$ cat src/rtl/bolme_seq.sv
// bolme_seq: sequential restoring divider, one quotient bit per clock.
// It uses the same start/done handshake as the shift-add multiplier, so
// one control FSM can drive either block.
//
// Optional feature macro: BOLME_SEQ_SIGNED_EN
//   undefined : unsigned operands and results
//   defined   : two's complement operands, truncating division
//
// Ports:
//   clk          system clock, rising edge
//   rst_n        synchronous active-low reset
//   start        request; accepted only while idle
//   dividend     numerator, sampled at acceptance
//   divisor      denominator, sampled at acceptance
//   quotient     registered result
//   remainder    registered result
//   done         one-cycle pulse, results valid
//   busy         division in progress
//   div_by_zero  last completed division had divisor == 0
//
// state  | meaning
// S_IDLE | waiting for start
// S_CALC | one restoring step per edge, counter runs down to 1
// S_DONE | entered with done=1 after CALC; entered with done=0 on
//        | divide-by-zero, where the next edge raises done
module bolme_seq #(
    parameter int N = 8
) (
    input  logic         clk,
    input  logic         rst_n,
    input  logic         start,
    input  logic [N-1:0] dividend,
    input  logic [N-1:0] divisor,
    output logic [N-1:0] quotient,
    output logic [N-1:0] remainder,
    output logic         done,
    output logic         busy,
    output logic         div_by_zero
);
    localparam int CW = $clog2(N + 1);

    typedef enum logic [1:0] {S_IDLE, S_CALC, S_DONE} state_t;

    state_t        state_q, state_d;
    logic [N-1:0]  a_q, a_d;
    logic [N-1:0]  b_q, b_d;
    logic [N:0]    r_q, r_d;
    logic [CW-1:0] cnt_q, cnt_d;
    logic [N-1:0]  quotient_q, quotient_d;
    logic [N-1:0]  remainder_q, remainder_d;
    logic          done_q, done_d;
    logic          busy_q, busy_d;
    logic          dbz_q, dbz_d;
`ifdef BOLME_SEQ_SIGNED_EN
    logic          neg_quo_q, neg_quo_d;
    logic          neg_rem_q, neg_rem_d;
`endif

    logic [N-1:0]  dvd_mag, dvs_mag;
    logic [N:0]    r_sh, trial, r_step;
    logic [N-1:0]  a_step;
    logic [N-1:0]  q_res, r_res;
    logic          last_step;

    always_ff @(posedge clk) begin
        if (!rst_n) begin
            state_q     <= S_IDLE;
            a_q         <= '0;
            b_q         <= '0;
            r_q         <= '0;
            cnt_q       <= '0;
            quotient_q  <= '0;
            remainder_q <= '0;
            done_q      <= 1'b0;
            busy_q      <= 1'b0;
            dbz_q       <= 1'b0;
`ifdef BOLME_SEQ_SIGNED_EN
            neg_quo_q   <= 1'b0;
            neg_rem_q   <= 1'b0;
`endif
        end else begin
            state_q     <= state_d;
            a_q         <= a_d;
            b_q         <= b_d;
            r_q         <= r_d;
            cnt_q       <= cnt_d;
            quotient_q  <= quotient_d;
            remainder_q <= remainder_d;
            done_q      <= done_d;
            busy_q      <= busy_d;
            dbz_q       <= dbz_d;
`ifdef BOLME_SEQ_SIGNED_EN
            neg_quo_q   <= neg_quo_d;
            neg_rem_q   <= neg_rem_d;
`endif
        end
    end

    assign last_step = (cnt_q == CW'(1));

    always_comb begin
        state_d = state_q;
        case (state_q)
            S_IDLE: if (start) state_d = (divisor == '0) ? S_DONE : S_CALC;
            S_CALC: if (last_step) state_d = S_DONE;
            S_DONE: if (done_q) state_d = S_IDLE;
            default: state_d = S_IDLE;
        endcase
    end

    // One restoring step: shift {R,A} left, trial-subtract B, and keep the
    // difference only when it did not go negative.
    always_comb begin
        r_sh   = {r_q[N-1:0], a_q[N-1]};
        trial  = r_sh - {1'b0, b_q};
        r_step = trial[N] ? r_sh : trial;
        a_step = {a_q[N-2:0], ~trial[N]};
`ifdef BOLME_SEQ_SIGNED_EN
        dvd_mag = dividend[N-1] ? -dividend : dividend;
        dvs_mag = divisor[N-1]  ? -divisor  : divisor;
        q_res   = neg_quo_q ? -a_step : a_step;
        r_res   = neg_rem_q ? -r_step[N-1:0] : r_step[N-1:0];
`else
        dvd_mag = dividend;
        dvs_mag = divisor;
        q_res   = a_step;
        r_res   = r_step[N-1:0];
`endif
    end

    always_comb begin
        a_d         = a_q;
        b_d         = b_q;
        r_d         = r_q;
        cnt_d       = cnt_q;
        quotient_d  = quotient_q;
        remainder_d = remainder_q;
        done_d      = 1'b0;
        busy_d      = busy_q;
        dbz_d       = dbz_q;
`ifdef BOLME_SEQ_SIGNED_EN
        neg_quo_d   = neg_quo_q;
        neg_rem_d   = neg_rem_q;
`endif
        case (state_q)
            S_IDLE: begin
                if (start) begin
                    // On divide-by-zero A keeps the raw dividend, which
                    // becomes the remainder one edge later.
                    a_d    = (divisor == '0) ? dividend : dvd_mag;
                    b_d    = dvs_mag;
                    r_d    = '0;
                    cnt_d  = CW'(N);
                    busy_d = 1'b1;
`ifdef BOLME_SEQ_SIGNED_EN
                    neg_quo_d = dividend[N-1] ^ divisor[N-1];
                    neg_rem_d = dividend[N-1];
`endif
                end
            end
            S_CALC: begin
                a_d   = a_step;
                r_d   = r_step;
                cnt_d = cnt_q - CW'(1);
                if (last_step) begin
                    quotient_d  = q_res;
                    remainder_d = r_res;
                    dbz_d       = 1'b0;
                    done_d      = 1'b1;
                    busy_d      = 1'b0;
                end
            end
            S_DONE: begin
                if (!done_q) begin
                    quotient_d  = '1;
                    remainder_d = a_q;
                    dbz_d       = 1'b1;
                    done_d      = 1'b1;
                    busy_d      = 1'b0;
                end
            end
            default: ;
        endcase
    end

    always_comb begin
        quotient    = quotient_q;
        remainder   = remainder_q;
        done        = done_q;
        busy        = busy_q;
        div_by_zero = dbz_q;
    end
endmodule

$ cat config.mk
export PLATFORM = sky130hd
export DESIGN_NAME = bolme_seq
export DESIGN_NICKNAME = d
export VERILOG_FILES = /design/src/rtl/bolme_seq.sv
export SDC_FILE = /design/constraint.sdc
export NUM_CORES = 1
export LEC_CHECK = 0
export ABC_AREA = 1
export BUFFER_PORTS_ARGS = -buffer_cell sky130_fd_sc_hd__buf_2
export CAP_MARGIN = 40
export CORE_ASPECT_RATIO = 0.5
export CORE_UTILIZATION = 51
export CTS_CLUSTER_DIAMETER = 200
export DETAILED_ROUTE_END_ITERATION = 7
export PLACE_DENSITY = 0.78
export SYNTH_ARGS = -nofsm -noshare
export SYNTH_HDL_FRONTEND = slang
export SYNTH_SLANG_ARGS = --single-unit
$ cat constraint.sdc
create_clock -name clk -period 1.7 [get_ports clk]
set_input_delay 0.34 -clock clk [delete_from_list [all_inputs] [get_ports clk]]
set_output_delay 0.34 -clock clk [all_outputs]
set_load 0.01 [all_outputs]
-- After elaboration in Yosys (flattened, before gate mapping)
Cells that the tools add are included.
- eq/ne operators: 7
- add/subtract/negate cells: 2
- multiplexer cells: 27
- reductions and logical operators: 10
- bitwise logic cells: 1
- operator list (cell ; count):
    $pmux 8 s2 ; 4
    $mux 8 ; 7
    $sub 9x8->9 ; 1
    $logic_not 8->1 ; 1
    $mux 2 ; 4
    $ne 2x2->1 const B ; 4
    $pmux 4 s2 ; 1
    $mux 1 ; 6
    $pmux 2 s3 ; 1
    $reduce_and 3->1 ; 2
    $eq 4x1->1 const B ; 1
    $mux 4 ; 1
    $pmux 1 s2 ; 2
    $reduce_and 2->1 ; 2
    $reduce_and 4->1 ; 1
    $reduce_bool 2->1 ; 2
    $sub 4x1->4 const B ; 1
    $pmux 1 s3 ; 1
    $reduce_bool 3->1 ; 1
    $eq 2x1->1 const B ; 1
    $eq 2x2->1 const B ; 1
    $logic_not 2->1 ; 1
    $not 1->1 ; 1
- logic and storage cells: 57
- bits in registers: 49

-- Longest topological paths before layout
- depth after elaboration: 4
- gate-level depth with buffers: 14
- depth with buffers taken out: 14

-- Worst setup path before layout
No wires, ideal clock.
- path type: register -> register
- from: register a_q[7]
- to: register r_q[7]
- period minus slack after synthesis: 1.814 ns
- arrival: 1.746 ns
- data required time: 1.633 ns
- buffers on the path: 0
- setup time: 0.067 ns
- stages on the path, launching flop included: 14
- path slack: -0.114 ns
- cells stage by stage: dfxtp_1 inv_1 ha_1 inv_1 fa_1 nand2_1 nand2_2 nand3_4 nand3_4 nand2_8 nand2_4 nand2_2 nand2_1 a21oi_2
- word-level cells in the longest chain between the ends: 3
- ends and longest elaborated chain (what ; line ; source):
    start: declaration ; 45 ; logic [N-1:0] a_q, a_d;
    start signal: assignment ; 68 ; a_q <= '0;
    start signal: assignment ; 83 ; a_q <= a_d;
    $sub 9x8->9 ; 115 ; trial = r_sh - {1'b0, b_q};
    $mux 8 ; 116 ; r_step = trial[N] ? r_sh : trial;
    $pmux 8 s2 ; 145 ; case (state_q)
    end signal: assignment ; 85 ; r_q <= r_d;
    end: declaration ; 47 ; logic [N:0] r_q, r_d;
No other way between the ends.
A chain may end at the register's enable or synchronous reset.

-- Worst setup path after layout
- from: register a_q[7]
- to: register remainder_q[0], in the netlist remainder[0]
- word-level cells in the longest chain between the ends: 4
- ends and longest elaborated chain (what ; line ; source):
    $sub 9x8->9 ; 115 ;
    $mux 8 * ; 116 ;
    $mux 8 * ; 165 ; if (last_step) begin
    $pmux 8 s2 * ; 145 ;
    end signal: assignment ; 88 ; remainder_q <= remainder_d;
    end: declaration ; 50 ; logic [N-1:0] remainder_q, remainder_d;
Every way passes the cells marked *; elsewhere a longest branch is shown, timed or not. The select of a mux whose other input is x is not followed.

==> metrics <==
status complete, but fails checks; failing checks negative setup slack; WL/cell 14.9 microns; Period Utilization, post-route 1.09; Chip Width 104 microns; Port Buffer Count 37; initial core utilization 0.536; setup violators final 18; WP data arrival roughly 2.1 ns; DRC Markers 0; Seq pwr share 0.231; synthesized area 0.00267 sq mm; worst setup path category flip-flop to flip-flop; Int Power 3950 uW; relative slew slack 0.586; HP Class input pin to flip-flop; final worst slack -0.152 ns; maximum operating frequency 540 MHz; ANT cells 0; I/O pin count 38; area of the multi-input gates 0.00169 sq mm; Metal-1 WL a little over 3000 microns; clk_lat worst skew 0.31 ns; # H-tree levels 2; final hold violation count 0; total wire length approximately 7200 microns; Sw Share 0.511; PwrDens ~2400 mW/mm^2; Layout fillers 368; syn_nets 387; area delta synth->final 27.7%; number of clock sinks seen by CTS 49; CP delay by family, top simple AND/OR/NAND/NOR gates; Clock Skew about 0.008 ns; Reg clk slew, reported paths 0.10 ns; peak fanout along the critical path 5; Iter 0 DRT Violations between 150 and 200; max_cap viols 0; Mapped Cells 353; sequential-to-total area share from yosys stat 0.368; Die Y 53.1 microns; syn_area_per_cell 7.55 sq um; Routed Antenna Nets 0; max incr delay on CP 0.34 ns; post-route setup TNS -2.13 ns; vias in the first global route 2,456; endpoint class of the critical path flip-flop; clk buf depth 2; Synth cell types 35; gr ovfl total 0; largest net degree at the start of global routing 27; Critical Path Source Type flip-flop; register area 983 sq um; # nets final 445; drt pass-1 iters 4; Post-CTS Hold Buffers 0; GRT Overall Usage 0.257; via count 2,674; switching power ~4100 uW; Yosys warning count 0; CP Cell Sequence inv_2 -> ha_4 -> inv_2 -> fa_2 -> nand2_2 -> nand2_4 -> nand3_4 -> nand3_4 -> nand3_1 -> nand3_1 -> a21oi_1; post-layout util 0.684; dpl hpwl about 4900 microns; CTS tree built; final worst path period need 1.85 ns; DR WL met3 ~490 microns; Synth Register Bits 49; core area 0.00498 sq mm; Buf+Inv Stages, Crit Path 2; Post-Place Worst Slack -0.220 ns; routed vias/inst 5.55; Final Slew Violations 0; Slowest-stage cell, CP fa_2; maximum vdd drop 1200 uV; DIE AREA roughly 0.0055 sq mm; Leakage 0.00153 uW; initial antenna violation count 0; share of cells above drive strength 1 0.333; gpl congestion 0.839; Inserted Clock Buffers 5; first-pass GRT wire length approximately 11,000 microns; clock power share 0.093; Logic pwr share 0.676; met2 WL 3470 microns; DR top layer met4; Critical Path RT just under 2 ns; RSZ-0062 raised after global routing true; Slew @ Worst Pin 0.620 ns; Std-Cell Rows 18; clock root buffer clkbuf_8
[logic make-up (layout without fill, tap and decap cells)]
logic type | Yosys count | in the layout | share of synthesized area
AO/OA/AOI/OAI | 92 | 92 | 0.206
XOR/XNOR | 4 | 4 | 0.0131
adder cells (fa/ha/maj) | 15 | 15 | 0.0732
buffers and inverters | 57 | 113 | 0.0845
flip-flops | 49 | 49 | 0.368
AND/OR/NAND/NOR | 136 | 139 | 0.256
[cell usage after synthesis]
| cell type | instances | area (sq um) |
|---|---|---|
| nand2_1 | 73 | 274 |
| ha_1 | 14 | 175 |
| clkinv_1 | 1 | 3.75 |
| xor2_1 | 2 | 17.5 |
| a31oi_1 | 5 | 31.3 |
| nand2_4 | 3 | 33.8 |
| xnor2_1 | 2 | 17.5 |
| nand4_1 | 2 | 12.5 |
| clkbuf_1 | 6 | 22.5 |
| a21oi_2 | 3 | 26.3 |
| or2_2 | 3 | 18.8 |
| a22oi_1 | 1 | 7.51 |
| nand3_4 | 2 | 35.0 |
| nand2_8 | 2 | 40.0 |
| o22ai_1 | 1 | 6.26 |
| nor2_1 | 13 | 48.8 |
| or2_1 | 1 | 6.26 |
| nand2_2 | 5 | 31.3 |
| dfxtp_1 | 49 | 981 |
| o21ai_2 | 1 | 8.76 |
| o221ai_1 | 1 | 8.76 |
| inv_1 | 43 | 161 |
| nor2_4 | 1 | 11.3 |
| buf_2 | 3 | 15.0 |
| nor3_1 | 2 | 10.0 |
| inv_2 | 2 | 7.51 |
| buf_4 | 2 | 15.0 |
| a211oi_1 | 2 | 15.0 |
| fa_1 | 1 | 20.0 |
| nand3_1 | 23 | 115 |
| a21oi_4 | 2 | 32.5 |
| nand3b_1 | 6 | 45.0 |
| a21oi_1 | 41 | 205 |
| o221a_2 | 5 | 56.3 |
| o21ai_0 | 30 | 150 |
[area by class of cell]
class                      count  area share
multi-input combinational    250       0.498
sequential                    49       0.289
timing repair buffer          59       0.108
inverter                      46      0.0518
tap                           70      0.0257
clock buffer                   6      0.0243
clock inverter                 2     0.00404
[state kept, by name, indices dropped and copies added (netlist names)]
register,count
cnt_q,4
b_q,8
busy,1
done,1
state_q,2
r_q,8
div_by_zero,1
remainder,8
a_q,8
quotient,8
[final timing paths]
path | endpoint | slack (ns) | cells after the start | start
worst min-delay path | a_q[5]$_SDFFE_PN0P_ | 0.29 | 3 | dividend[5]
worst max register to register | remainder[0]$_SDFFE_PN0P_ | -0.15 | 11 | a_q[7]$_SDFFE_PN0P_
worst max-delay path | remainder[0]$_SDFFE_PN0P_ | -0.15 | 11 | a_q[7]$_SDFFE_PN0P_
worst min register to register | b_q[3]$_SDFFE_PN0P_ | 0.46 | 2 | b_q[3]$_SDFFE_PN0P_
[what timing repair did]
item                                    4_1_cts  5_1_grt
endpoints found under the setup margin       23       32
pin swaps                                    11       11
hold endpoints to repair                      0        0
setup buffers                                 0        3
resized for setup                            19       24
cloned                                        3        0
[worst min-delay path, delay by kind of cell]
| family | cells | cell delay [ns] |
|---|---|---|
| simple gates | 1 | 0.06 |
| compound gates | 1 | 0.07 |
| buf+inv | 1 | 0.09 |
[power by group through the flow]
stage | combinational (uW) | sequential, uW | clock (uW)
2_1_floorplan | 3180 | 1900 | 0
3_3_place_gp | 4260 | 1840 | 0
3_5_place_dp | 4430 | 1860 | 0
4_1_cts | 4830 | 1850 | 743
5_1_grt | 5920 | 1910 | 799
6_report | 5460 | 1870 | 750
[stage by stage]
stage | power, uW | std cells | hold slack [ns] | cell area (sq um)
6_report | 8080 | 482 | 0.287 | 3400
5_1_grt | 8640 | 482 | 0.289 | 3400
4_1_cts | 7420 | 479 | 0.287 | 3260
3_5_place_dp | 6290 | 468 | 0.453 | 3050
3_3_place_gp | 6100 | 468 | 0.451 | 3050
2_1_floorplan | 5080 | 353 | 0.435 | 2680
[layer usage]
layer / vias to the layer above / track usage
met5: - / 0
met1: 1248 / 0.312
met4: 0 / 0.0905
li1: 1294 / -
met2: 110 / 0.467
met3: 22 / 0.0505
[placed cells by master (no fill, tap or decap), drive strengths merged, types with 2 or more instances in the layout]
cell type	Yosys	routed
a21oi	46	46
nand3	25	26
nor3	2	2
ha	14	14
a211oi	2	2
buf	5	59
o21ai	31	31
nand2	83	85
inv	45	45
nand3b	6	6
nor2	14	14
clkinv	1	2
clkbuf	6	6
xnor2	2	2
nand4	2	2
a31oi	5	5
o221a	5	5
xor2	2	2
dfxtp	49	49
or2	4	4
(Power assumes the default switching activity.)
